--- config.mk ---
export PLATFORM = sky130hd
export DESIGN_NAME = crc_dma_ctrl
export DESIGN_NICKNAME = d
export VERILOG_FILES = /design/src/rtl/crc_dma_pkg.sv /design/src/rtl/crc_dma_regs.sv /design/src/rtl/crc_dma_ctrl.sv
export SDC_FILE = /design/constraint.sdc
export NUM_CORES = 1
export LEC_CHECK = 0
export ABC_AREA = 1
export BUFFER_PORTS_ARGS = -buffer_cell sky130_fd_sc_hd__buf_4
export CORE_ASPECT_RATIO = 0.75
export CORE_MARGIN = 1.5
export CORE_UTILIZATION = 45
export DETAILED_ROUTE_END_ITERATION = 10
export PLACE_DENSITY = 0.76
export SYNTH_ARGS = -nofsm -noshare
export SYNTH_HDL_FRONTEND = slang
export SYNTH_HIERARCHICAL = 1
export SYNTH_SLANG_ARGS = --single-unit
--- constraint.sdc ---
create_clock -name clk -period 3.45 [get_ports clk]
set_clock_uncertainty 0.05 [all_clocks]
set_input_delay 0.8625 -clock clk [delete_from_list [all_inputs] [get_ports clk]]
set_output_delay 0.8625 -clock clk [all_outputs]
set_load 0.005 [all_outputs]
--- src/rtl/crc_dma_pkg.sv ---
// Shared definitions for the CRC DMA sequencer: register offsets, bit indices, FSM states.
// Ports: none (package only).
// Imported by crc_dma_regs and crc_dma_ctrl.
package crc_dma_pkg;

    // Register index = s_addr[4:2]
    localparam logic [2:0] REG_CTRL   = 3'd0;
    localparam logic [2:0] REG_SRC    = 3'd1;
    localparam logic [2:0] REG_LEN    = 3'd2;
    localparam logic [2:0] REG_SEED   = 3'd3;
    localparam logic [2:0] REG_STATUS = 3'd4;
    localparam logic [2:0] REG_RESULT = 3'd5;

    // CTRL bits
    localparam int CTRL_START  = 0;
    localparam int CTRL_IRQ_EN = 1;
    localparam int CTRL_ABORT  = 2;

    // STATUS bits
    localparam int STAT_BUSY = 0;
    localparam int STAT_DONE = 1;

    typedef enum logic [2:0] {
        ST_IDLE  = 3'd0,
        ST_SEED  = 3'd1,
        ST_FETCH = 3'd2,
        ST_FEED  = 3'd3,
        ST_DONE  = 3'd4
    } state_t;

endpackage

--- src/rtl/crc_dma_regs.sv ---
// Register file and slave decode for the CRC DMA sequencer.
// Ports: slave bus (s_*), config outputs (src/len/seed/irq_en), command pulses (start/abort/w1c),
//        status inputs (busy/done/result) for readback. Zero-wait: s_ready_o = s_valid_i.
module crc_dma_regs
    import crc_dma_pkg::*;
#(
    parameter int          LEN_W = 16,
    parameter logic [31:0] SEED  = 32'hFFFF_FFFF
) (
    input  logic             clk,
    input  logic             reset,
    input  logic             s_valid_i,
    input  logic [4:0]       s_addr_i,
    input  logic [31:0]      s_wdata_i,
    input  logic [3:0]       s_wstrb_i,
    output logic             s_ready_o,
    output logic [31:0]      s_rdata_o,
    input  logic             busy_i,
    input  logic             done_i,
    input  logic [31:0]      result_i,
    output logic [31:0]      src_o,
    output logic [LEN_W-1:0] len_o,
    output logic [31:0]      seed_o,
    output logic             irq_en_o,
    output logic             start_o,
    output logic             abort_o,
    output logic             w1c_o
);

    logic [2:0]       reg_sel;
    logic             wr;
    logic [31:0]      src_q, src_d;
    logic [LEN_W-1:0] len_q, len_d;
    logic [31:0]      seed_q, seed_d;
    logic             irq_en_q, irq_en_d;
    logic [1:0]       unused_ok;

    assign reg_sel   = s_addr_i[4:2];
    assign unused_ok = s_addr_i[1:0];
    // Any nonzero strobe is treated as a full-word write
    assign wr        = s_valid_i && (s_wstrb_i != 4'b0);
    assign s_ready_o = s_valid_i;

    // Command pulses; start is only meaningful when the sequencer is idle
    assign start_o = wr && (reg_sel == REG_CTRL) && s_wdata_i[CTRL_START] && !busy_i;
    assign abort_o = wr && (reg_sel == REG_CTRL) && s_wdata_i[CTRL_ABORT];
    assign w1c_o   = wr && (reg_sel == REG_STATUS) && s_wdata_i[STAT_DONE];

    always_comb begin
        src_d    = src_q;
        len_d    = len_q;
        seed_d   = seed_q;
        irq_en_d = irq_en_q;
        if (wr) begin
            case (reg_sel)
                REG_CTRL: irq_en_d = s_wdata_i[CTRL_IRQ_EN];
                REG_SRC:  if (!busy_i) src_d  = {s_wdata_i[31:2], 2'b00};
                REG_LEN:  if (!busy_i) len_d  = s_wdata_i[LEN_W-1:0];
                REG_SEED: if (!busy_i) seed_d = s_wdata_i;
                default: ;
            endcase
        end
    end

    always_ff @(posedge clk) begin
        if (reset) begin
            src_q    <= 32'h0;
            len_q    <= '0;
            seed_q   <= SEED;
            irq_en_q <= 1'b0;
        end else begin
            src_q    <= src_d;
            len_q    <= len_d;
            seed_q   <= seed_d;
            irq_en_q <= irq_en_d;
        end
    end

    always_comb begin
        s_rdata_o = 32'h0;
        if (s_valid_i) begin
            case (reg_sel)
                REG_CTRL:   s_rdata_o = {30'b0, irq_en_q, 1'b0};
                REG_SRC:    s_rdata_o = src_q;
                REG_LEN:    s_rdata_o = 32'(len_q);
                REG_SEED:   s_rdata_o = seed_q;
                REG_STATUS: s_rdata_o = {30'b0, done_i, busy_i};
                REG_RESULT: s_rdata_o = result_i;
                default:    s_rdata_o = 32'h0;
            endcase
        end
    end

    assign src_o    = src_q;
    assign len_o    = len_q;
    assign seed_o   = seed_q;
    assign irq_en_o = irq_en_q;

endmodule

--- src/rtl/crc_dma_ctrl.sv ---
// DMA sequencer streaming a block of RAM words into the crc32 accelerator, then latching the CRC.
// Ports: slave register bus (s_*), read-only RAM master (m_*), crc32 write port (crc_*), level irq.
// All master/crc outputs are registered; requests are held until their ready is sampled high.
module crc_dma_ctrl
    import crc_dma_pkg::*;
#(
    parameter int          LEN_W = 16,
    parameter logic [31:0] SEED  = 32'hFFFF_FFFF
) (
    input  logic        clk,
    input  logic        reset,
    input  logic        s_valid,
    input  logic [4:0]  s_addr,
    input  logic [31:0] s_wdata,
    input  logic [3:0]  s_wstrb,
    output logic        s_ready,
    output logic [31:0] s_rdata,
    output logic        m_valid,
    output logic [31:0] m_addr,
    input  logic        m_ready,
    input  logic [31:0] m_rdata,
    output logic        crc_valid,
    output logic [31:0] crc_wdata,
    output logic        crc_addr_bit,
    input  logic        crc_ready,
    input  logic [31:0] crc_rdata,
    output logic        irq
);

    state_t           state_q;
    logic [31:0]      addr_q;
    logic [LEN_W-1:0] rem_q;
    logic             abort_q;
    logic             done_q;
    logic             irq_q;
    logic [31:0]      result_q;
    logic             m_valid_q;
    logic [31:0]      m_addr_q;
    logic             crc_valid_q;
    logic [31:0]      crc_wdata_q;
    logic             crc_addr_bit_q;

    logic             busy;
    logic             aborting;
    logic [31:0]      src;
    logic [LEN_W-1:0] len;
    logic [31:0]      seed;
    logic             irq_en;
    logic             start_pulse;
    logic             abort_pulse;
    logic             w1c_pulse;

    assign busy = (state_q != ST_IDLE);
    // An abort seen in the same cycle as a handshake still lets that handshake finish
    assign aborting = abort_q || abort_pulse;

    crc_dma_regs #(
        .LEN_W (LEN_W),
        .SEED  (SEED)
    ) u_regs (
        .clk       (clk),
        .reset     (reset),
        .s_valid_i (s_valid),
        .s_addr_i  (s_addr),
        .s_wdata_i (s_wdata),
        .s_wstrb_i (s_wstrb),
        .s_ready_o (s_ready),
        .s_rdata_o (s_rdata),
        .busy_i    (busy),
        .done_i    (done_q),
        .result_i  (result_q),
        .src_o     (src),
        .len_o     (len),
        .seed_o    (seed),
        .irq_en_o  (irq_en),
        .start_o   (start_pulse),
        .abort_o   (abort_pulse),
        .w1c_o     (w1c_pulse)
    );

    always_ff @(posedge clk) begin
        if (reset) begin
            state_q        <= ST_IDLE;
            addr_q         <= 32'h0;
            rem_q          <= '0;
            abort_q        <= 1'b0;
            done_q         <= 1'b0;
            irq_q          <= 1'b0;
            result_q       <= 32'h0;
            m_valid_q      <= 1'b0;
            m_addr_q       <= 32'h0;
            crc_valid_q    <= 1'b0;
            crc_wdata_q    <= 32'h0;
            crc_addr_bit_q <= 1'b0;
        end else begin
            // W1C first so a start or completion later in this block takes priority
            if (w1c_pulse) begin
                done_q <= 1'b0;
                irq_q  <= 1'b0;
            end
            if (abort_pulse && busy) abort_q <= 1'b1;

            case (state_q)
                ST_IDLE: begin
                    abort_q <= 1'b0;
                    if (start_pulse) begin
                        addr_q         <= src;
                        rem_q          <= len;
                        done_q         <= 1'b0;
                        irq_q          <= 1'b0;
                        crc_valid_q    <= 1'b1;
                        crc_addr_bit_q <= 1'b1;
                        crc_wdata_q    <= seed;
                        state_q        <= ST_SEED;
                    end
                end
                ST_SEED: begin
                    if (crc_ready) begin
                        crc_valid_q    <= 1'b0;
                        crc_addr_bit_q <= 1'b0;
                        if (aborting) begin
                            state_q <= ST_IDLE;
                        end else if (rem_q != '0) begin
                            m_valid_q <= 1'b1;
                            m_addr_q  <= addr_q;
                            state_q   <= ST_FETCH;
                        end else begin
                            state_q <= ST_DONE;
                        end
                    end
                end
                ST_FETCH: begin
                    if (m_ready) begin
                        m_valid_q <= 1'b0;
                        addr_q    <= addr_q + 32'd4;
                        if (aborting) begin
                            state_q <= ST_IDLE;
                        end else begin
                            crc_valid_q    <= 1'b1;
                            crc_addr_bit_q <= 1'b0;
                            crc_wdata_q    <= m_rdata;
                            state_q        <= ST_FEED;
                        end
                    end
                end
                ST_FEED: begin
                    if (crc_ready) begin
                        crc_valid_q <= 1'b0;
                        rem_q       <= rem_q - LEN_W'(1);
                        if (aborting) begin
                            state_q <= ST_IDLE;
                        end else if (rem_q != LEN_W'(1)) begin
                            m_valid_q <= 1'b1;
                            m_addr_q  <= addr_q;
                            state_q   <= ST_FETCH;
                        end else begin
                            state_q <= ST_DONE;
                        end
                    end
                end
                ST_DONE: begin
                    // No handshake is open here, so an abort just skips completion
                    if (!aborting) begin
                        result_q <= crc_rdata;
                        done_q   <= 1'b1;
                        irq_q    <= irq_en;
                    end
                    state_q <= ST_IDLE;
                end
                default: state_q <= ST_IDLE;
            endcase
        end
    end

    assign m_valid      = m_valid_q;
    assign m_addr       = m_addr_q;
    assign crc_valid    = crc_valid_q;
    assign crc_wdata    = crc_wdata_q;
    assign crc_addr_bit = crc_addr_bit_q;
    assign irq          = irq_q;

endmodule

==> results of run 1 <==
## layer usage
metal	track usage [%]	wire length, um	up-vias
li1	-	-	6282
met1	42.8	18400	5824
met2	39.7	15600	573
met3	5.76	4040	50
met4	5.64	726	0
met5	0	0	-
## report_power, final
group	internal (mW)	switching [mW]
clock	1.55	1.18
combinational	0.210	0.291
sequential	2.73	0.0420
## cell usage in the layout, fill, tap and decap left out, types with 4 or more instances in the layout
cell and instances:
a211oi_1 4, a21oi_1 120, a31oi_1 22, buf_12 7, buf_4 233, clkbuf_1 6
clkbuf_16 26, clkbuf_8 7, dfxtp_1 232, inv_1 165, inv_2 12, nand2_1 582
nand2_2 8, nand3_1 133, nand3b_1 14, nand4_1 23, nor2_1 291, nor2_2 5
nor3_1 8, o21ai_0 72, o21ai_1 30, o22ai_1 17, xor2_1 6
## through the flow
step	instances	power, mW	hold slack, ns	util [%]	instance area (um^2)
detailed placement	2357	3.32	0.386	52.8	13700
global route	2404	6.21	0.413	56.0	14500
floorplan	1883	3.07	0.380	-	11900
global placement	2357	3.32	0.384	52.8	13700
CTS	2404	6.02	0.395	56.0	14500
finish	2404	6.01	0.393	56.0	14500
## registers in the layout (all words and copies together) (netlist names), 3 cells and up
signal / count
u_regs/len_o: 16
addr_q: 32
m_addr: 32
state_q: 3
crc_wdata: 32
result_q: 32
u_regs/seed_o: 32
u_regs/src_o: 30
rem_q: 16
## worst register-to-register path, delay by kind of cell, from the launching register on
family                 cells  cell delay, ns
AND/OR/NAND/NOR            5            0.95
buffers and inverters      4            0.79
AO/OA/AOI/OAI              3            0.40
flip-flops                 1            0.39
## kinds of logic (layout without fill, tap and decap cells)
kind of cell               Yosys count  in the layout
xor gates and xnor gates             7              7
buffers and inverters              287            464
and+or+nand+nor                   1079           1079
AOI/OAI and AO/OA                  273            273
other                                1              2
DFF                                232            232
adders and majority gates            3              3
## final timing paths
path | depth (start not counted) | end
max | 9 | s_rdata[5]
min | 2 | crc_wdata[19]$_SDFFE_PP0P_
max reg2reg | 12 | crc_wdata[12]$_SDFFE_PP0P_
min reg2reg | 2 | crc_wdata[19]$_SDFFE_PP0P_
## area by class of cell
class | count | share of cell area [%]
clock buffers | 39 | 5.30
flip-flops and latches | 232 | 32.0
repair buffers | 240 | 13.0
well taps | 344 | 2.97
multi-input cells | 1364 | 41.6
clock inverters | 8 | 0.534
inverters | 177 | 4.58
==> results.json, run 1 <==
{
  "status": "finished clean",
  "grt_overflow": 0,
  "synth-xor-area-share_pct": 0.517,
  "synth_edf_count": 0,
  "ctsHtreeMaxLevel": 1,
  "drc": 0,
  "hold_buffers": 0,
  "finalHoldViolations": 0,
  "clkLatencyLatePin_ns": 0.55,
  "critPathSlowestCell": "inv_2",
  "antenna_found_initial": 0,
  "place_hpwl_mm": 28.5,
  "syn2layout_area_growth_pct": 22.3,
  "timing.hold.worst.start": "crc_wdata[19]$_SDFFE_PP0P_",
  "worstPathRequired_ns": 2.54,
  "rows": 51,
  "port_buffers": 208,
  "dieArea_um2": 27400,
  "min_period_ns": 3.19,
  "regToRegStartpoint": "state_q[0]$_SDFFE_PP0P_",
  "post_cts_resized": 0,
  "yosys.area_share.simple_pct": 37.6,
  "p_leak_nw": 6.28,
  "final-max-slew-violation-count": 0,
  "cts_setup_buffers": 0,
  "fillers": 2599,
  "startpoint_type": "input pin",
  "relSlewSlack_pct": 47.0,
  "synth-adder-area-share_pct": 0.316,
  "grtUsageTotal_pct": 27.9,
  "synthCells": 1882,
  "place_congestion": 0.968,
  "antenna_cells": 0,
  "cp_top_family": "buffers and inverters",
  "slowest_delay_ns": 0.45,
  "synth_top_area_share_pct": 39.1,
  "path_buf_inv": 4,
  "synth_top_cell_by_area": "dfxtp_1",
  "detail_route.wl_per_cell_um": 16.1,
  "synth.distinct_cells": 40,
  "cts.sinks": 232,
  "core_area_um2": 25900,
  "synth_top_family_by_area": "simple AND/OR/NAND/NOR gates",
  "path_clk_slew_ns": 0.06,
  "fmax_mhz": 313,
  "dr_total_vias": 12729,
  "synth_common_cells": "nand2_1 (583), nor2_1 (291), dfxtp_1 (232), inv_1 (167), nand3_1 (133)",
  "initial_core_util_pct": 45.8,
  "seq_area_frac_synth_pct": 39.1,
  "ant_nets": 0,
  "cts_buffer_depth": 3,
  "cts_root_buffer": "clkbuf_16",
  "async_flop_share_pct": 0,
  "holdCritPathClass": "reg2reg",
  "tightest_slew_ns": 0.794,
  "finalSetupTns_ns": 0,
  "finalSetupViolCount": 0,
  "die_w_um": 191,
  "ys_top_cells_by_area": "dfxtp_1 (39%), nand2_1 (18%), nor2_1 (9.2%), nand3_1 (5.6%), inv_1 (5.3%)",
  "yosys_register_bits": 232,
  "cp-end-kind": "output pin",
  "grt_pass1_wl_mm": 60.9,
  "ys.flop_type": "dfxtp_1",
  "routed_via_density": 5.29,
  "cp.arrival_ns": 2.28,
  "yosysMostFrequentCell": "nand2_1",
  "yosysWarnings": 6,
  "drive_above_1_share_pct": 15.6,
  "fin_crit_sh_pct": 92.5,
  "nNetsFinal": 2154,
  "finalWirelength_mm": 38.7,
  "worst-setup-path-type": "in2out",
  "cts_tree": "yes",
  "crit_chain": "buf_4, inv_2, nand3_2, inv_2, nand2_1, o21ai_0, nor2_1, nor2_1, buf_4",
  "synth.area.mux_share_pct": 0,
  "first_pass_iters": 8,
  "max_cap_viol_count": 0,
  "regArea_um2": 4640,
  "powerDensity_nw_per_um2": 414,
  "peakVddDrop_mv": 0.378,
  "dp_slack_ns": 0.174,
  "r2r_slack_ns": 0.77,
  "rsz0062_at_grt": "no",
  "initialDrtViolationCount": 1255,
  "crit_path_max_fanout": 26,
  "grt_start_max_net_pins": 72,
  "syn_area_per_cell_um2": 6.30,
  "setup.worst_path.start": "s_addr[4]",
  "netlist_area_um2": 11900,
  "setup_ws_ns": 0.257,
  "design.portCount": 211,
  "die_h_um": 144,
  "grt_pass1_vias": 11271,
  "cts_made_buffers": 26,
  "synth_compound_area_share_pct": 12.2,
  "multiInputGateArea_um2": 6040
}
Power figures use the tool's default switching activity.
==> run 2: changes to the inputs <==
--- a/config.mk
+++ b/config.mk
@@ -11,7 +11,7 @@
 export CORE_MARGIN = 1.5
 export CORE_UTILIZATION = 45
 export DETAILED_ROUTE_END_ITERATION = 10
-export PLACE_DENSITY = 0.76
+export PLACE_DENSITY = 0.68
 export SYNTH_ARGS = -nofsm -noshare
 export SYNTH_HDL_FRONTEND = slang
 export SYNTH_HIERARCHICAL = 1
==> run 2 against run 1 <==
Count of clock-buffer cells in the layout decreased by 3. Global-route usage rose by 0.11 points. Die area unchanged. Clock power is essentially flat. Cell count is essentially flat. Fmax fell by 0.62%. Wire length is 0.31% lower. First-iteration DRC count increased by 16%. Via count about the same. Power shrank 0.44%. Critical path type unchanged. Largest cell class unchanged.
==> results.json, run 2 (synthesized netlist as in run 1, its figures left out) <==
{
  "fmax_mhz": 311,
  "power_frac_clock_pct": 45.2,
  "whs_endpoint": "crc_wdata[7]$_SDFFE_PP0P_",
  "r2r_cells": 12,
  "dr_total_vias": 12731,
  "cp.arrival_ns": 2.30,
  "finalSetupTns_ns": 0,
  "switching_share_pct": 25.2,
  "fillers": 2654,
  "p_int_mw": 4.48,
  "timing.hold.worst.start": "crc_wdata[7]$_SDFFE_PP0P_",
  "design.portCount": 211,
  "peakVddDrop_mv": 0.374,
  "max_cap_viol_count": 0,
  "path_buf_inv": 4,
  "switching_power_mw": 1.50,
  "powerDensity_nw_per_um2": 412,
  "antenna_cells": 0,
  "clkLatencyLatePin_ns": 0.55,
  "final_common_cell": "nand2_1",
  "cts_buffer_depth": 3,
  "r2r_end": "rem_q[6]$_SDFFE_PP0P_",
  "cts_tree": "yes",
  "use_met2_pct": 39.5,
  "min_period_ns": 3.21,
  "status": "finished clean",
  "first_pass_iters": 6,
  "dp_slack_ns": 0.266,
  "rsz0062_at_grt": "no",
  "multiInputGateArea_um2": 6040,
  "regArea_um2": 4640,
  "regToRegStartpoint": "state_q[0]$_SDFFE_PP0P_",
  "p_leak_nw": 6.30,
  "detail_route.wl_per_cell_um": 16.1,
  "critPathSlowestCell": "inv_2",
  "die_w_um": 191,
  "die_h_um": 144,
  "relSlewSlack_pct": 43.6,
  "worstPathRequired_ns": 2.54,
  "fin_hold_ws_ns": 0.396,
  "post_cts_resized": 0,
  "crit_path_max_fanout": 23,
  "cp-end-kind": "output pin",
  "cts_setup_buffers": 0,
  "slowest_delay_ns": 0.39,
  "ctsHtreeMaxLevel": 1,
  "grt_overflow": 0,
  "cts.sinks": 232,
  "initialDrtViolationCount": 1459,
  "dpl.cell_count": 2359,
  "whs_path_depth": 2,
  "setup_ws_ns": 0.237,
  "startpoint_type": "input pin",
  "crit_path_frequent_cell": "buf_4",
  "routed_via_density": 5.29,
  "finalSetupViolCount": 0,
  "cts_root_buffer": "clkbuf_16",
  "drc": 0,
  "grt_pass1_vias": 11197,
  "crit_chain": "buf_4, nand3_2, inv_2, buf_4, nand2_1, a31oi_1, buf_4",
  "fin_crit_sh_pct": 93.1,
  "r2r_slack_ns": 0.65,
  "holdCritPathClass": "reg2reg",
  "met1_usage_pct": 43.1,
  "dieArea_um2": 27400,
  "seq_power_share_pct": 46.5,
  "finalWirelength_mm": 38.6,
  "combPwrFrac_pct": 8.3,
  "final-max-slew-violation-count": 0,
  "worst-setup-path-type": "in2out",
  "cts_made_buffers": 26,
  "path_clk_slew_ns": 0.06,
  "fin_total_pwr_mw": 5.98,
  "grt_pass1_wl_mm": 61.2,
  "drive_above_1_share_pct": 15.8,
  "place_congestion": 0.926,
  "grt-busiest-layer": "met1",
  "antenna_found_initial": 0,
  "final_cell_area_um2": 14500,
  "ant_nets": 0,
  "grt_use_met3_pct": 4.69,
  "instances_no_fill": 2405,
  "place_hpwl_mm": 27.8,
  "nNetsFinal": 2156,
  "grt_start_max_net_pins": 70,
  "port_buffers": 208,
  "core_area_um2": 25900,
  "syn2layout_area_growth_pct": 22.2,
  "rows": 51,
  "fin_util_pct": 56.0,
  "tightest_slew_ns": 0.843,
  "final_cell_mix": "nand2_1 (582), nor2_1 (291), buf_4 (236)",
  "cp_top_family": "buffers and inverters",
  "finalHoldViolations": 0,
  "postPlaceCellArea_um2": 13700,
  "initial_core_util_pct": 45.8,
  "hold_buffers": 0,
  "grtUsageTotal_pct": 28.0
}
[run 2: changes by cell type in the layout (fill, tap and decap cells not counted)]
cell | before | now
buf_12 | 7 | 6
buf_4 | 233 | 236
clkbuf_1 | 6 | 3
clkinv_2 | 3 | 9
clkinv_4 | 1 | 0
clkinvlp_4 | 2 | 0
inv_6 | 1 | 0
[run 2: layout make-up]
| class | count | share of cell area [%] |
|---|---|---|
| Tap cell | 344 | 2.97 |
| Sequential cell | 232 | 32.0 |
| Inverter | 177 | 4.58 |
| Multi-Input combinational cell | 1364 | 41.6 |
| Timing Repair Buffer | 242 | 13.0 |
| Clock buffer | 36 | 5.23 |
| Clock inverter | 10 | 0.518 |
[run 2: worst max path at each step]
stage	startpoint	end	slack, ns	cells past startpoint
finish	s_addr[2]	s_rdata[27]	0.24	7
global route	s_addr[2]	s_rdata[23]	0.13	7
CTS	s_addr[2]	s_rdata[23]	0.27	7
detailed placement	s_wstrb[3]	rem_q[6]$_SDFFE_PP0P_	0.27	14
global placement	s_addr[2]	s_rdata[23]	0.27	7
floorplan	s_addr[2]	s_rdata[10]	0.81	7
[run 2: worst register-to-register path, delay by kind of cell, from the launching register on]
family	cells	cell delay, ns
flip-flops	1	0.39
buffers and inverters	3	0.56
AO/OA/AOI/OAI	3	0.42
AND/OR/NAND/NOR	6	1.31
[run 2: power by group through the flow]
stage	logic [mW]	registers, mW	clock network (mW)
detailed placement	0.491	2.84	0
global placement	0.486	2.83	0
global route	0.551	2.78	2.84
CTS	0.494	2.78	2.73
finish	0.498	2.78	2.70
floorplan	0.256	2.82	0
[run 2: metal layers]
metal	part of all wire, %	vias to the layer above	routed length, um
met4	2.7	0	1060
met2	40	594	15500
met1	47	5796	18300
met5	0	-	0
li1	-	6278	-
met3	9.8	63	3800
==> run 3: changes to the inputs <==
--- a/config.mk
+++ b/config.mk
@@ -14,5 +14,4 @@
 export PLACE_DENSITY = 0.68
 export SYNTH_ARGS = -nofsm -noshare
 export SYNTH_HDL_FRONTEND = slang
-export SYNTH_HIERARCHICAL = 1
 export SYNTH_SLANG_ARGS = --single-unit
==> run 3 against run 2 <==
Non-clock buffer count decreased by 4. Highest routed layer is now met5. Worst hold slack improved by 0.0056 ns. Critical path type unchanged. Die area decreased by 4.3%. Cell area decreased by 2.9%. Critical endpoint is now s_rdata[18].
==> results.json, run 3 <==
{
  "rows": 50,
  "holdCritPathClass": "reg2reg",
  "initialDrtViolationCount": 1076,
  "cts_buffer_depth": 3,
  "synth_common_cells": "nand2_1 (496), nor2_1 (349), dfxtp_1 (228), inv_1 (147), nand3_1 (144)",
  "clkLatencyLatePin_ns": 0.53,
  "finalHoldViolations": 0,
  "antenna_cells": 0,
  "finalWirelength_mm": 39.5,
  "powerDensity_nw_per_um2": 466,
  "post_cts_resized": 0,
  "dr_total_vias": 12279,
  "startpoint_type": "input pin",
  "final_cell_mix": "nand2_1 (496), nor2_1 (347), buf_4 (233)",
  "worstPathRequired_ns": 2.54,
  "detail_route.wl_per_cell_um": 17.0,
  "postPlaceCellArea_um2": 13200,
  "place_congestion": 0.967,
  "cts_tree": "yes",
  "p_leak_nw": 6.24,
  "crit_path_frequent_cell": "buf_4",
  "antenna_found_initial": 1,
  "finalSetupViolCount": 0,
  "slowest_delay_ns": 0.29,
  "grt_pass1_vias": 10856,
  "synth_top_cell_by_area": "dfxtp_1",
  "critPathSlowestCell": "a21oi_1",
  "initial_core_util_pct": 45.7,
  "drc": 0,
  "grt_start_max_net_pins": 73,
  "cts_made_buffers": 26,
  "port_buffers": 206,
  "netlist_area_um2": 11300,
  "syn_area_per_cell_um2": 6.33,
  "synth_top_area_share_pct": 40.2,
  "core_area_um2": 24800,
  "final-max-slew-violation-count": 0,
  "regArea_um2": 4560,
  "fin_util_pct": 56.7,
  "ys_top_cells_by_area": "dfxtp_1 (40%), nand2_1 (16%), nor2_1 (12%), nand3_1 (6.4%), o21ai_0 (5.6%)",
  "peakVddDrop_mv": 0.415,
  "die_h_um": 141,
  "crit_path_max_fanout": 16,
  "fillers": 2480,
  "fmax_mhz": 318,
  "cp-end-kind": "output pin",
  "cts_setup_buffers": 0,
  "min_period_ns": 3.15,
  "cts_root_buffer": "clkbuf_16",
  "ctsHtreeMaxLevel": 1,
  "relSlewSlack_pct": 50.8,
  "grt_pass1_wl_mm": 61.2,
  "yosysMostFrequentCell": "nand2_1",
  "ant_nets": 0,
  "rsz0062_at_grt": "no",
  "final_cell_area_um2": 14100,
  "fin_crit_sh_pct": 91.3,
  "seq_area_frac_synth_pct": 40.2,
  "ys.flop_type": "dfxtp_1",
  "cp.arrival_ns": 2.24,
  "path_clk_slew_ns": 0.06,
  "finalSetupTns_ns": 0,
  "synth.distinct_cells": 35,
  "die_w_um": 186,
  "grtUsageTotal_pct": 29.5,
  "multiInputGateArea_um2": 5760,
  "tightest_slew_ns": 0.737,
  "syn2layout_area_growth_pct": 24.1,
  "yosys_register_bits": 228,
  "drive_above_1_share_pct": 15.4,
  "async_flop_share_pct": 0,
  "cts.sinks": 228,
  "first_pass_iters": 5,
  "max_cap_viol_count": 0,
  "synthCells": 1793,
  "status": "finished clean",
  "grt_overflow": 0,
  "yosysWarnings": 0,
  "final_common_cell": "nand2_1",
  "place_hpwl_mm": 29.9,
  "dieArea_um2": 26200,
  "crit_chain": "buf_4, inv_1, nand3_1, inv_1, buf_4, a22oi_1, a21oi_1, buf_4",
  "design.portCount": 211,
  "worst-setup-path-type": "in2out",
  "routed_via_density": 5.30,
  "fin_total_pwr_mw": 6.57,
  "synth_edf_count": 0,
  "nNetsFinal": 2072,
  "hold_buffers": 0
}
run 3: cell types whose count changed after synthesis, moves of 11 or more:
cell      before  now
a31oi_1       22    3
clkbuf_1      40   57
nor2_1       291  349
buf_2         52   32
nand3_1      133  144
nand4_1       23    8
nand3b_1      14    1
o21ai_1       30    0
nand2_1      583  496
a221oi_1       0   23
a21oi_1      120  107
inv_1        167  147
o21ai_0       72  127
run 3: cell families after synthesis:
family / share of synthesized area, %
other: 0.0331
adders and majority gates: 0.441
xor gates and xnor gates: 0.232
and+or+nand+nor: 35.9
AOI/OAI and AO/OA: 14.0
buffers and inverters: 9.22
DFF: 40.2
run 3: worst paths after layout:
check                            start                        end  slack [ns]  cells after the start
max                          s_addr[4]                s_rdata[18]        0.30                      8
min          result_q[31]$_SDFFE_PP0P_  result_q[31]$_SDFFE_PP0P_        0.40                      2
max reg2reg    state_q[1]$_SDFFE_PP0P_    m_addr[28]$_SDFFE_PP0P_        1.14                     11
min reg2reg  result_q[31]$_SDFFE_PP0P_  result_q[31]$_SDFFE_PP0P_        0.40                      2
run 3: critical path, delay by kind of cell:
family	cells	cell delay (ns)
buf+inv	5	0.85
simple gates	1	0.11
compound gates	2	0.42
run 3: layer usage:
layer	GRT usage, %	part of all wire, %	vias up	wire length [um]
met1	44.6	46	5503	18200
met2	39.9	38	638	15000
met4	9.33	3.3	2	1290
li1	-	-	6056	-
met3	7.74	13	80	4960
met5	0	0.048	-	19
run 3: cell type report:
cell class,instances,share of cell area [%]
inverter,154,4.12
sequential,228,32.4
multi-input combinational,1310,40.9
timing repair buffer,238,13.1
tap,338,3.00
clock inverter,12,1.02
clock buffer,35,5.37
run 3: power breakdown:
| part | internal (mW) | switching [mW] | total, mW |
|---|---|---|---|
| logic | 0.348 | 0.476 | 0.824 |
| registers | 2.75 | 0.104 | 2.86 |
| clock network | 1.76 | 1.13 | 2.89 |
run 3: per-stage QoR:
step	hold slack, ns	worst slack (ns)	instances
after floorplan	0.375	0.691	1794
after global placement	0.394	0.356	2268
after detailed placement	0.393	0.309	2268
after CTS	0.402	0.308	2315
after global routing	0.429	0.208	2315
final	0.402	0.302	2315
